===== config.mk =====
export PLATFORM = sky130hd
export DESIGN_NAME = deser_link_arbiter
export DESIGN_NICKNAME = d
export VERILOG_FILES = /design/src/rtl/deser_link_arbiter.sv
export SDC_FILE = /design/constraint.sdc
export NUM_CORES = 1
export LEC_CHECK = 0
export CELL_PAD_IN_SITES_DETAIL_PLACEMENT = 2
export CELL_PAD_IN_SITES_GLOBAL_PLACEMENT = 2
export CORE_ASPECT_RATIO = 1.4
export CORE_MARGIN = 2
export CORE_UTILIZATION = 29
export CTS_BUF_LIST = sky130_fd_sc_hd__clkbuf_8
export DETAILED_ROUTE_END_ITERATION = 8
export PLACE_DENSITY_LB_ADDON = 0.1
export SLEW_MARGIN = 20
export SYNTH_ARGS = -nofsm -noshare
export SYNTH_HDL_FRONTEND = slang
export SYNTH_SLANG_ARGS = --single-unit

===== constraint.sdc =====
create_clock -name clk_100KHz -period 1.85 [get_ports clk_100KHz]
set_input_delay 0.555 -clock clk_100KHz [delete_from_list [all_inputs] [get_ports clk_100KHz]]
set_output_delay 0.555 -clock clk_100KHz [all_outputs]
set_load 0.02 [all_outputs]

===== src/rtl/deser_link_arbiter.sv =====
// deser_link_arbiter
// Round-robin scheduler sharing one serial link into a byte deserializer
// between NUM_REQ byte requesters. Each transfer shifts the granted byte out
// MSB-first as 8 strobed bits, waits for the deserializer's ready, acks it,
// reports the received byte and signals done (or err on timeout).
// Optional feature macro: LOOPBACK_CHECK_EN adds a 'mismatch' output and
// compares the returned byte against the byte that was sent.

module deser_link_arbiter #(
    parameter int NUM_REQ     = 4,
    parameter int ACK_TIMEOUT = 64
) (
    input  logic                       clk_100KHz,
    input  logic                       reset,
    input  logic [NUM_REQ-1:0]         req,
    input  logic [NUM_REQ*8-1:0]       req_data,
    output logic [NUM_REQ-1:0]         done,
    output logic [NUM_REQ-1:0]         err,
    output logic                       busy,
    output logic                       ser_data_out,
    output logic                       ser_write_out,
    input  logic                       deser_ready_in,
    input  logic [7:0]                 deser_data_in,
    output logic                       deser_ack_out,
    output logic [7:0]                 rx_byte,
    output logic                       rx_valid,
    output logic [$clog2(NUM_REQ)-1:0] rx_src
`ifdef LOOPBACK_CHECK_EN
    ,
    output logic                       mismatch
`endif
);

    localparam int IDX_W  = $clog2(NUM_REQ);
    localparam int TCNT_W = $clog2(ACK_TIMEOUT + 1);
    localparam logic [TCNT_W-1:0] TCNT_LAST = TCNT_W'(ACK_TIMEOUT - 1);
    localparam logic [IDX_W-1:0]  IDX_LAST  = IDX_W'(NUM_REQ - 1);

    typedef enum logic [1:0] {
        IDLE     = 2'd0,
        SHIFT    = 2'd1,
        WAIT_RDY = 2'd2,
        ACK      = 2'd3
    } state_t;

    state_t             state;
    logic [IDX_W-1:0]   grant;
    logic [IDX_W-1:0]   last_grant;
    logic [7:0]         shreg;
    logic [2:0]         bit_cnt;
    logic [TCNT_W-1:0]  tcnt;
    logic [IDX_W-1:0]   rr_winner;
    logic               rr_hit;
    logic [7:0]         req_bytes [NUM_REQ];

`ifdef LOOPBACK_CHECK_EN
    logic [7:0]         sent_byte;
    logic               mm_flag;
`endif

    genvar g;
    generate
        for (g = 0; g < NUM_REQ; g++) begin : g_bytes
            assign req_bytes[g] = req_data[8*g +: 8];
        end
    endgenerate

    // Index 'offs' positions after 'base', wrapping modulo NUM_REQ.
    function automatic logic [IDX_W-1:0] wrap_idx(input int base, input int offs);
        int s;
        s = base + offs;
        if (s >= NUM_REQ) begin
            s = s - NUM_REQ;
        end
        return IDX_W'(s);
    endfunction

    // Round-robin search: first active request after the last grant wins.
    always_comb begin
        rr_hit    = 1'b0;
        rr_winner = '0;
        for (int k = 1; k <= NUM_REQ; k++) begin
            if (!rr_hit && req[wrap_idx(int'(last_grant), k)]) begin
                rr_hit    = 1'b1;
                rr_winner = wrap_idx(int'(last_grant), k);
            end
        end
    end

    // Transfer FSM; every output is registered here and pulses default low.
    always_ff @(posedge clk_100KHz or posedge reset) begin
        if (reset) begin
            state         <= IDLE;
            grant         <= '0;
            last_grant    <= IDX_LAST;
            shreg         <= '0;
            bit_cnt       <= '0;
            tcnt          <= '0;
            done          <= '0;
            err           <= '0;
            busy          <= 1'b0;
            ser_data_out  <= 1'b0;
            ser_write_out <= 1'b0;
            deser_ack_out <= 1'b0;
            rx_byte       <= '0;
            rx_valid      <= 1'b0;
            rx_src        <= '0;
`ifdef LOOPBACK_CHECK_EN
            sent_byte     <= '0;
            mm_flag       <= 1'b0;
            mismatch      <= 1'b0;
`endif
        end else begin
            done          <= '0;
            err           <= '0;
            rx_valid      <= 1'b0;
            ser_write_out <= 1'b0;
            ser_data_out  <= 1'b0;
`ifdef LOOPBACK_CHECK_EN
            mismatch      <= 1'b0;
`endif
            case (state)
                IDLE: begin
                    if (rr_hit) begin
                        shreg      <= req_bytes[rr_winner];
                        grant      <= rr_winner;
                        last_grant <= rr_winner;
                        bit_cnt    <= '0;
                        busy       <= 1'b1;
                        state      <= SHIFT;
`ifdef LOOPBACK_CHECK_EN
                        sent_byte  <= req_bytes[rr_winner];
                        mm_flag    <= 1'b0;
`endif
                    end
                end

                SHIFT: begin
                    ser_write_out <= 1'b1;
                    ser_data_out  <= shreg[7];
                    shreg         <= {shreg[6:0], 1'b0};
                    bit_cnt       <= bit_cnt + 3'd1;
                    if (bit_cnt == 3'd7) begin
                        tcnt  <= '0;
                        state <= WAIT_RDY;
                    end
                end

                WAIT_RDY: begin
                    if (deser_ready_in) begin
                        rx_byte       <= deser_data_in;
                        rx_src        <= grant;
                        rx_valid      <= 1'b1;
                        deser_ack_out <= 1'b1;
                        tcnt          <= '0;
                        state         <= ACK;
`ifdef LOOPBACK_CHECK_EN
                        if (deser_data_in != sent_byte) begin
                            mismatch <= 1'b1;
                            mm_flag  <= 1'b1;
                        end
`endif
                    end else if (tcnt == TCNT_LAST) begin
                        err[grant] <= 1'b1;
                        busy       <= 1'b0;
                        state      <= IDLE;
                    end else begin
                        tcnt <= tcnt + 1'b1;
                    end
                end

                ACK: begin
                    if (!deser_ready_in) begin
                        deser_ack_out <= 1'b0;
                        busy          <= 1'b0;
                        state         <= IDLE;
`ifdef LOOPBACK_CHECK_EN
                        if (mm_flag) begin
                            err[grant] <= 1'b1;
                        end else begin
                            done[grant] <= 1'b1;
                        end
`else
                        done[grant] <= 1'b1;
`endif
                    end else if (tcnt == TCNT_LAST) begin
                        deser_ack_out <= 1'b0;
                        err[grant]    <= 1'b1;
                        busy          <= 1'b0;
                        state         <= IDLE;
                    end else begin
                        tcnt <= tcnt + 1'b1;
                    end
                end

                default: begin
                    busy  <= 1'b0;
                    state <= IDLE;
                end
            endcase
        end
    end

endmodule


==> metrics, run 1 <==
final period utilization between 90 and 100%; critical path class reg -> reg; Yosys warnings 0; Final nets around 380; post-synthesis cell count 243; asr flop ratio synth between 90% and 100%; Initial DRT Pass Iterations 3; Multi-input gate area 0.00114 mm^2; total CTS buffers 5; Reg2Reg Depth 8; Arrival @ worst endpoint about 2.0 ns; H-tree depth 2; Die Footprint 0.00890 mm^2; post-layout instance area 0.00356 mm^2; worst-margin pin slew 0.357 ns; Crit. Startpoint last_grant[1]; Rel. slew slack between 70 and 80%; core area roughly 0.0081 mm^2; crit path capture type flip-flop; CP Data Required Time 2.02 ns; Slew Limit Fails 0; Layout area overhead 50.5%; f_max 553 MHz; worst r2r dst shreg[5]; # port buffers 69; Synth Net Count 293; FF-to-FF Start last_grant[1]; fin crit period 1.81 ns; worst setup path endpoint shreg[5]; sequential fraction of the synthesis area 49.8%; Antenna Diode Count 0; largest net degree at the start of global routing 48; Fillers 876; Synth Cell Area 0.00236 mm^2; drt drc 0; top cell type's share of synthesized area between 40% and 50%; Die W 80.3 um; Vias 2096; Rows 39; top post-synthesis cells by area dfrtp_1 48%, nand2_1 9.0%, mux2i_1 4.2%; Yosys reg bits 47; Storage cell area 0.00118 mm^2; vias per inst 4.81; drt total wl between 6000 and 7000 um; Worst VDD drop 0.553 mV; antenna-violating nets left 0; CP Launch Type flip-flop; Tot GR Track Use 15.6%; root buf cell clkbuf_8; WL per Instance 15.1 um; PwrDens 1360 mW/mm^2; status completed; RSZ-0062 raised after global routing true; leading area contributor after synthesis dfrtp_1; maxcap violations 0; worst-path fanout max 6; Detailed Place HPWL 5070 um; first-pass GRT wire length between 10000 and 15000 um; Clock Latency Late Sink 0.30 ns; Clock Sink Count 47; most frequent cell after synthesis nand2_1; number of global-route vias before repair ~2300; DRT iter0 DRCs 38; Post-DP Area approximately 0.0033 mm^2; Final Instance Count excl. Fillers ~440; layout cells sized above 1 17.7%; skew final slightly above 0.007 ns; Hold Vio Cnt, Final 0; Hold Path Class reg -> reg; Die H 111 um; setup TNS 0 ns; final setup violation count 0; TritonCTS clock tree built; routability congestion estimate from global placement between 0.7 and 0.8; Final Core Density 44.2%; Leakage Power approximately 0.0017 uW; gr ovfl total 0; R2R Setup Slk 0.04 ns; initial antenna violation count 0; clk slew on worst S/H paths around 0.090 ns; io pins 70; count of different cell masters after synthesis 47; syn_area_per_cell a little under 10 um^2; initial core utilization between 20% and 30%; Longest Clk Path Bufs 2; ys flop type dfrtp_1; placed cells 423; Post-synth top cells 57 x nand2_1, 45 x dfrtp_1, 17 x nor2_1; number of flops mapped to enable cells by yosys 0
[report_power, final]
group	switching [uW]	leakage (uW)	internal (uW)
Sequential	289	0.000602	1410
Clock	360	0.0000618	445
Combinational	1190	0.00105	1150
[critical path, cell delays in order (launching register included)]
cell and delay [ns]:
dfstp_2 0.59, buf_6 0.12, nand3b_4 0.07, a31oi_4 0.21
buf_12 0.14, buf_8 0.10, mux2_4 0.28, nand3_1 0.08
o211ai_1 0.09
[cell families after synthesis]
logic type / after synthesis / synth area share, %
AOI/OAI and AO/OA: 40 / 11.5
xor gates and xnor gates: 5 / 1.85
adders and majority gates: 4 / 2.01
buffers and inverters: 17 / 3.70
DFF: 47 / 49.8
muxes: 15 / 6.93
and+or+nand+nor: 115 / 24.1
[what timing repair did]
item | in CTS | in global routing
pin swaps | 1 | 2
buffers inserted | 0 | 5
endpoints found under the setup margin | 13 | 15
hold buffers | 0 | 0
gates resized for setup | 7 | 19
gates cloned | 0 | 0
[stage by stage]
step / total power [uW] / hold WS (ns) / worst slack (ns)
final: 4840 / 0.484 / 0.0427
after global routing: 5220 / 0.513 / -0.0605
after CTS: 4780 / 0.494 / 0.00738
after detailed placement: 3950 / 0.471 / -0.480
after global placement: 3860 / 0.457 / -0.443
after floorplan: 2980 / 0.453 / 0.182
[cell type report]
cell class	count	area share, %
sequential	47	33.1
tap	102	3.59
clock inverter	2	1.09
inverter	6	0.633
clock buffer	6	2.32
multi-input combinational	179	32.0
timing repair buffer	94	27.3
[worst min path at each step]
stage	from	endpoint	cells past startpoint
after CTS	rx_byte[6]	rx_byte[6]	2
after floorplan	shreg[7]	ser_data_out	1
after global placement	rx_byte[0]	rx_byte[0]	2
after detailed placement	rx_byte[6]	rx_byte[6]	2
after global routing	rx_byte[0]	rx_byte[0]	2
final	rx_byte[1]	rx_byte[1]	2
[state kept, by name, indices dropped and copies added, names as in the netlist]
register	flops
shreg	8
last_grant	2
bit_cnt	3
rx_valid	1
rx_src	2
ser_data_out	1
deser_ack_out	1
busy	1
rx_byte	8
ser_write_out	1
err	4
grant	2
tcnt	7
done	4
state	2
[per-layer routing]
metal	part of all wire, %	global-route usage, %
met5	0	0
met4	1.7	4.41
met3	3.3	2.04
met2	58	30.5
met1	37	16.8
[cells in the final DEF (no fill, tap or decap), types with 2 or more instances in the layout]
cell,count
a21oi_1,7
a31oi_1,2
and3_1,4
buf_12,5
buf_4,18
clkbuf_8,6
clkdlybuf4s50_1,54
dfrtp_1,45
dfstp_2,2
dlygate4sd2_1,5
dlymetal6s2s_1,10
ha_1,3
inv_1,4
inv_2,2
mux2_2,3
mux2_4,2
mux2i_1,10
nand2_1,57
nand2b_1,5
nand2b_2,2
nand3_1,9
nand3_2,3
nor2_1,17
nor3_1,4
nor3_4,2
nor3b_1,3
o211ai_1,8
o21a_1,2
o21ai_0,12
xnor2_1,5
(Power assumes the default switching activity.)
==> run 2: changes to the inputs <==
--- a/config.mk
+++ b/config.mk
@@ -12,7 +12,9 @@
 export CORE_UTILIZATION = 29
 export CTS_BUF_LIST = sky130_fd_sc_hd__clkbuf_8
 export DETAILED_ROUTE_END_ITERATION = 8
-export PLACE_DENSITY_LB_ADDON = 0.1
+export GPL_TIMING_DRIVEN = 0
+export PLACE_DENSITY_LB_ADDON = 0.3
+export SKIP_LAST_GASP = 1
 export SLEW_MARGIN = 20
 export SYNTH_ARGS = -nofsm -noshare
 export SYNTH_HDL_FRONTEND = slang
==> run 2 against run 1 <==
Against the previous run:
- largest cell class unchanged
- count of clock-buffer cells in the layout fell by 1
- setup slack improved by 0.013 ns
- wire length decreased by 2.5%
- highest routed layer unchanged
==> metrics, run 2 (synthesis gave the netlist of run 1 again) <==
final period utilization 97.0%; worst-path fanout max 1; drt total wl 6400 um; Clock Sink Count 47; Leakage Power approximately 0.0017 uW; commonest non-fill, non-tap cell in the layout nand2_1; Final nets 382; WL per Instance around 15 um; Slew Limit Fails 0; Clock Latency Late Sink 0.30 ns; PwrDens 1300 mW/mm^2; Worst VDD drop between 0.4 and 0.5 mV; clk slew on worst S/H paths 0.09 ns; crit-path cells clkdlybuf4s50_1; Tot GR Track Use 14.9%; largest net degree at the start of global routing 28; Detailed Place HPWL 4760 um; CP Data Required Time between 1 and 1.5 ns; io pins 70; status completed; Min-Delay Startpoint rx_byte[1]; Worst path top cell family by delay buffers and inverters; internal power between 2000 and 3000 uW; layout cells sized above 1 15.6%; R2R Setup Slk 0.10 ns; routability congestion estimate from global placement 0.714; initial antenna violation count 0; Initial DRT Pass Iterations 4; most frequent cells in the layout 56 x nand2_1, 48 x clkdlybuf4s50_1, 45 x dfrtp_1; skew final 0.00617 ns; total CTS buffers 5; Layout area overhead 45.9%; # port buffers 68; met2 wire length 3630 um; core area roughly 0.0081 mm^2; biggest regs rx_byte (8), shreg (8), tcnt (7); FF-to-FF Start last_grant[1]; gr ovfl total 0; Die W ~80 um; critical path class reg -> out; final setup violation count 0; CP Launch Type flip-flop; Hold Path Class reg -> reg; Final Hold Slack approximately 0.48 ns; vias per inst 4.83; switching fraction of total power 39.9%; drt drc 0; Crit path largest cell delay approximately 0.60 ns; Longest Clk Path Bufs 2; Rows 39; Fillers 896; max layer used met4; Vias 2099; number of global-route vias before repair 2273; Critical path buffers and inverters 1; Arrival @ worst endpoint 1.24 ns; fin crit period 1.79 ns; initial core utilization 29.4%; crit path capture type output pin; WHS Endpoint rx_byte[1]; Seq pwr share a little under two fifths; Final Core Density between 40 and 50%; clock power share 13.8%; maxcap violations 0; Reg2Reg Depth 7; root buf cell clkbuf_8; TritonCTS clock tree built; Rel. slew slack 69.4%; switching power 1790 uW; worst-margin pin slew 0.458 ns; worst hold stages 2; first-pass GRT wire length 10600 um; Slowest cell on crit path clkdlybuf4s50_1; DRT iter0 DRCs slightly above 40; Die H 111 um; combinational power share 49.1%; worst r2r dst shreg[6]; Antenna Diode Count 0; WL met3 about 220 um; H-tree depth 2; Hold Vio Cnt, Final 0; antenna-violating nets left 0; met1 WL 2480 um; Die Footprint 0.00890 mm^2; f_max 557 MHz
[run 2: how the worst max path moves through the flow]
stage | start | to | slack (ns) | cells after the start
2_1_floorplan | reset | bit_cnt[0] | 0.18 | 1
3_3_place_gp | reset | deser_ack_out | -0.83 | 2
3_5_place_dp | req[3] | shreg[7] | -0.60 | 6
4_1_cts | rx_src[0] | rx_src[0] | 0.004 | 1
5_1_grt | last_grant[1] | shreg[4] | -0.004 | 6
6_report | done[3] | done[3] | 0.06 | 1
[run 2: timing repair]
item	4_1_cts	5_1_grt
pin swaps	2	3
hold endpoints to repair	0	0
endpoints found under the setup margin	14	20
hold buffers	0	0
gates resized for setup	9	16
buffers inserted	7	6
[run 2: area by class of cell]
class                      instances  area [um^2]  area share (%)
inverter                           6         22.5           0.653
clock buffer                       5         68.8            1.99
clock inverter                     3         16.3           0.472
tap                              102          128            3.70
timing repair buffer              82          851            24.7
multi-input combinational        179         1110            32.3
sequential                        47         1180            34.2
buffer                            11         71.3            2.07
[run 2: per-layer routing]
layer	vias up	global-route usage (%)
met3	6	2.52
met4	0	4.29
met1	1036	16.2
li1	1003	-
met2	54	28.7
met5	-	0
[run 2: power by group through the flow]
stage                     combinational, uW  clock (uW)  sequential [uW]
after global routing                   2440         686             1720
after CTS                              2200         637             1680
after global placement                 2020           0             1670
after detailed placement               2090           0             1700
after floorplan                        1160           0             1820
final                                  2200         618             1660
[run 2: metrics by stage]
step                area, um^2  instances  setup TNS (ns)  setup slack (ns)  power (uW)
finish                    3450        435               0            0.0561        4480
detailed placement        3190        414           -7.07            -0.599        3790
global placement          3170        413          -44.19            -0.826        3690
global route              3450        435        -0.00357          -0.00357        4850
CTS                       3350        429               0           0.00392        4510
floorplan                 2360        243               0             0.182        2980
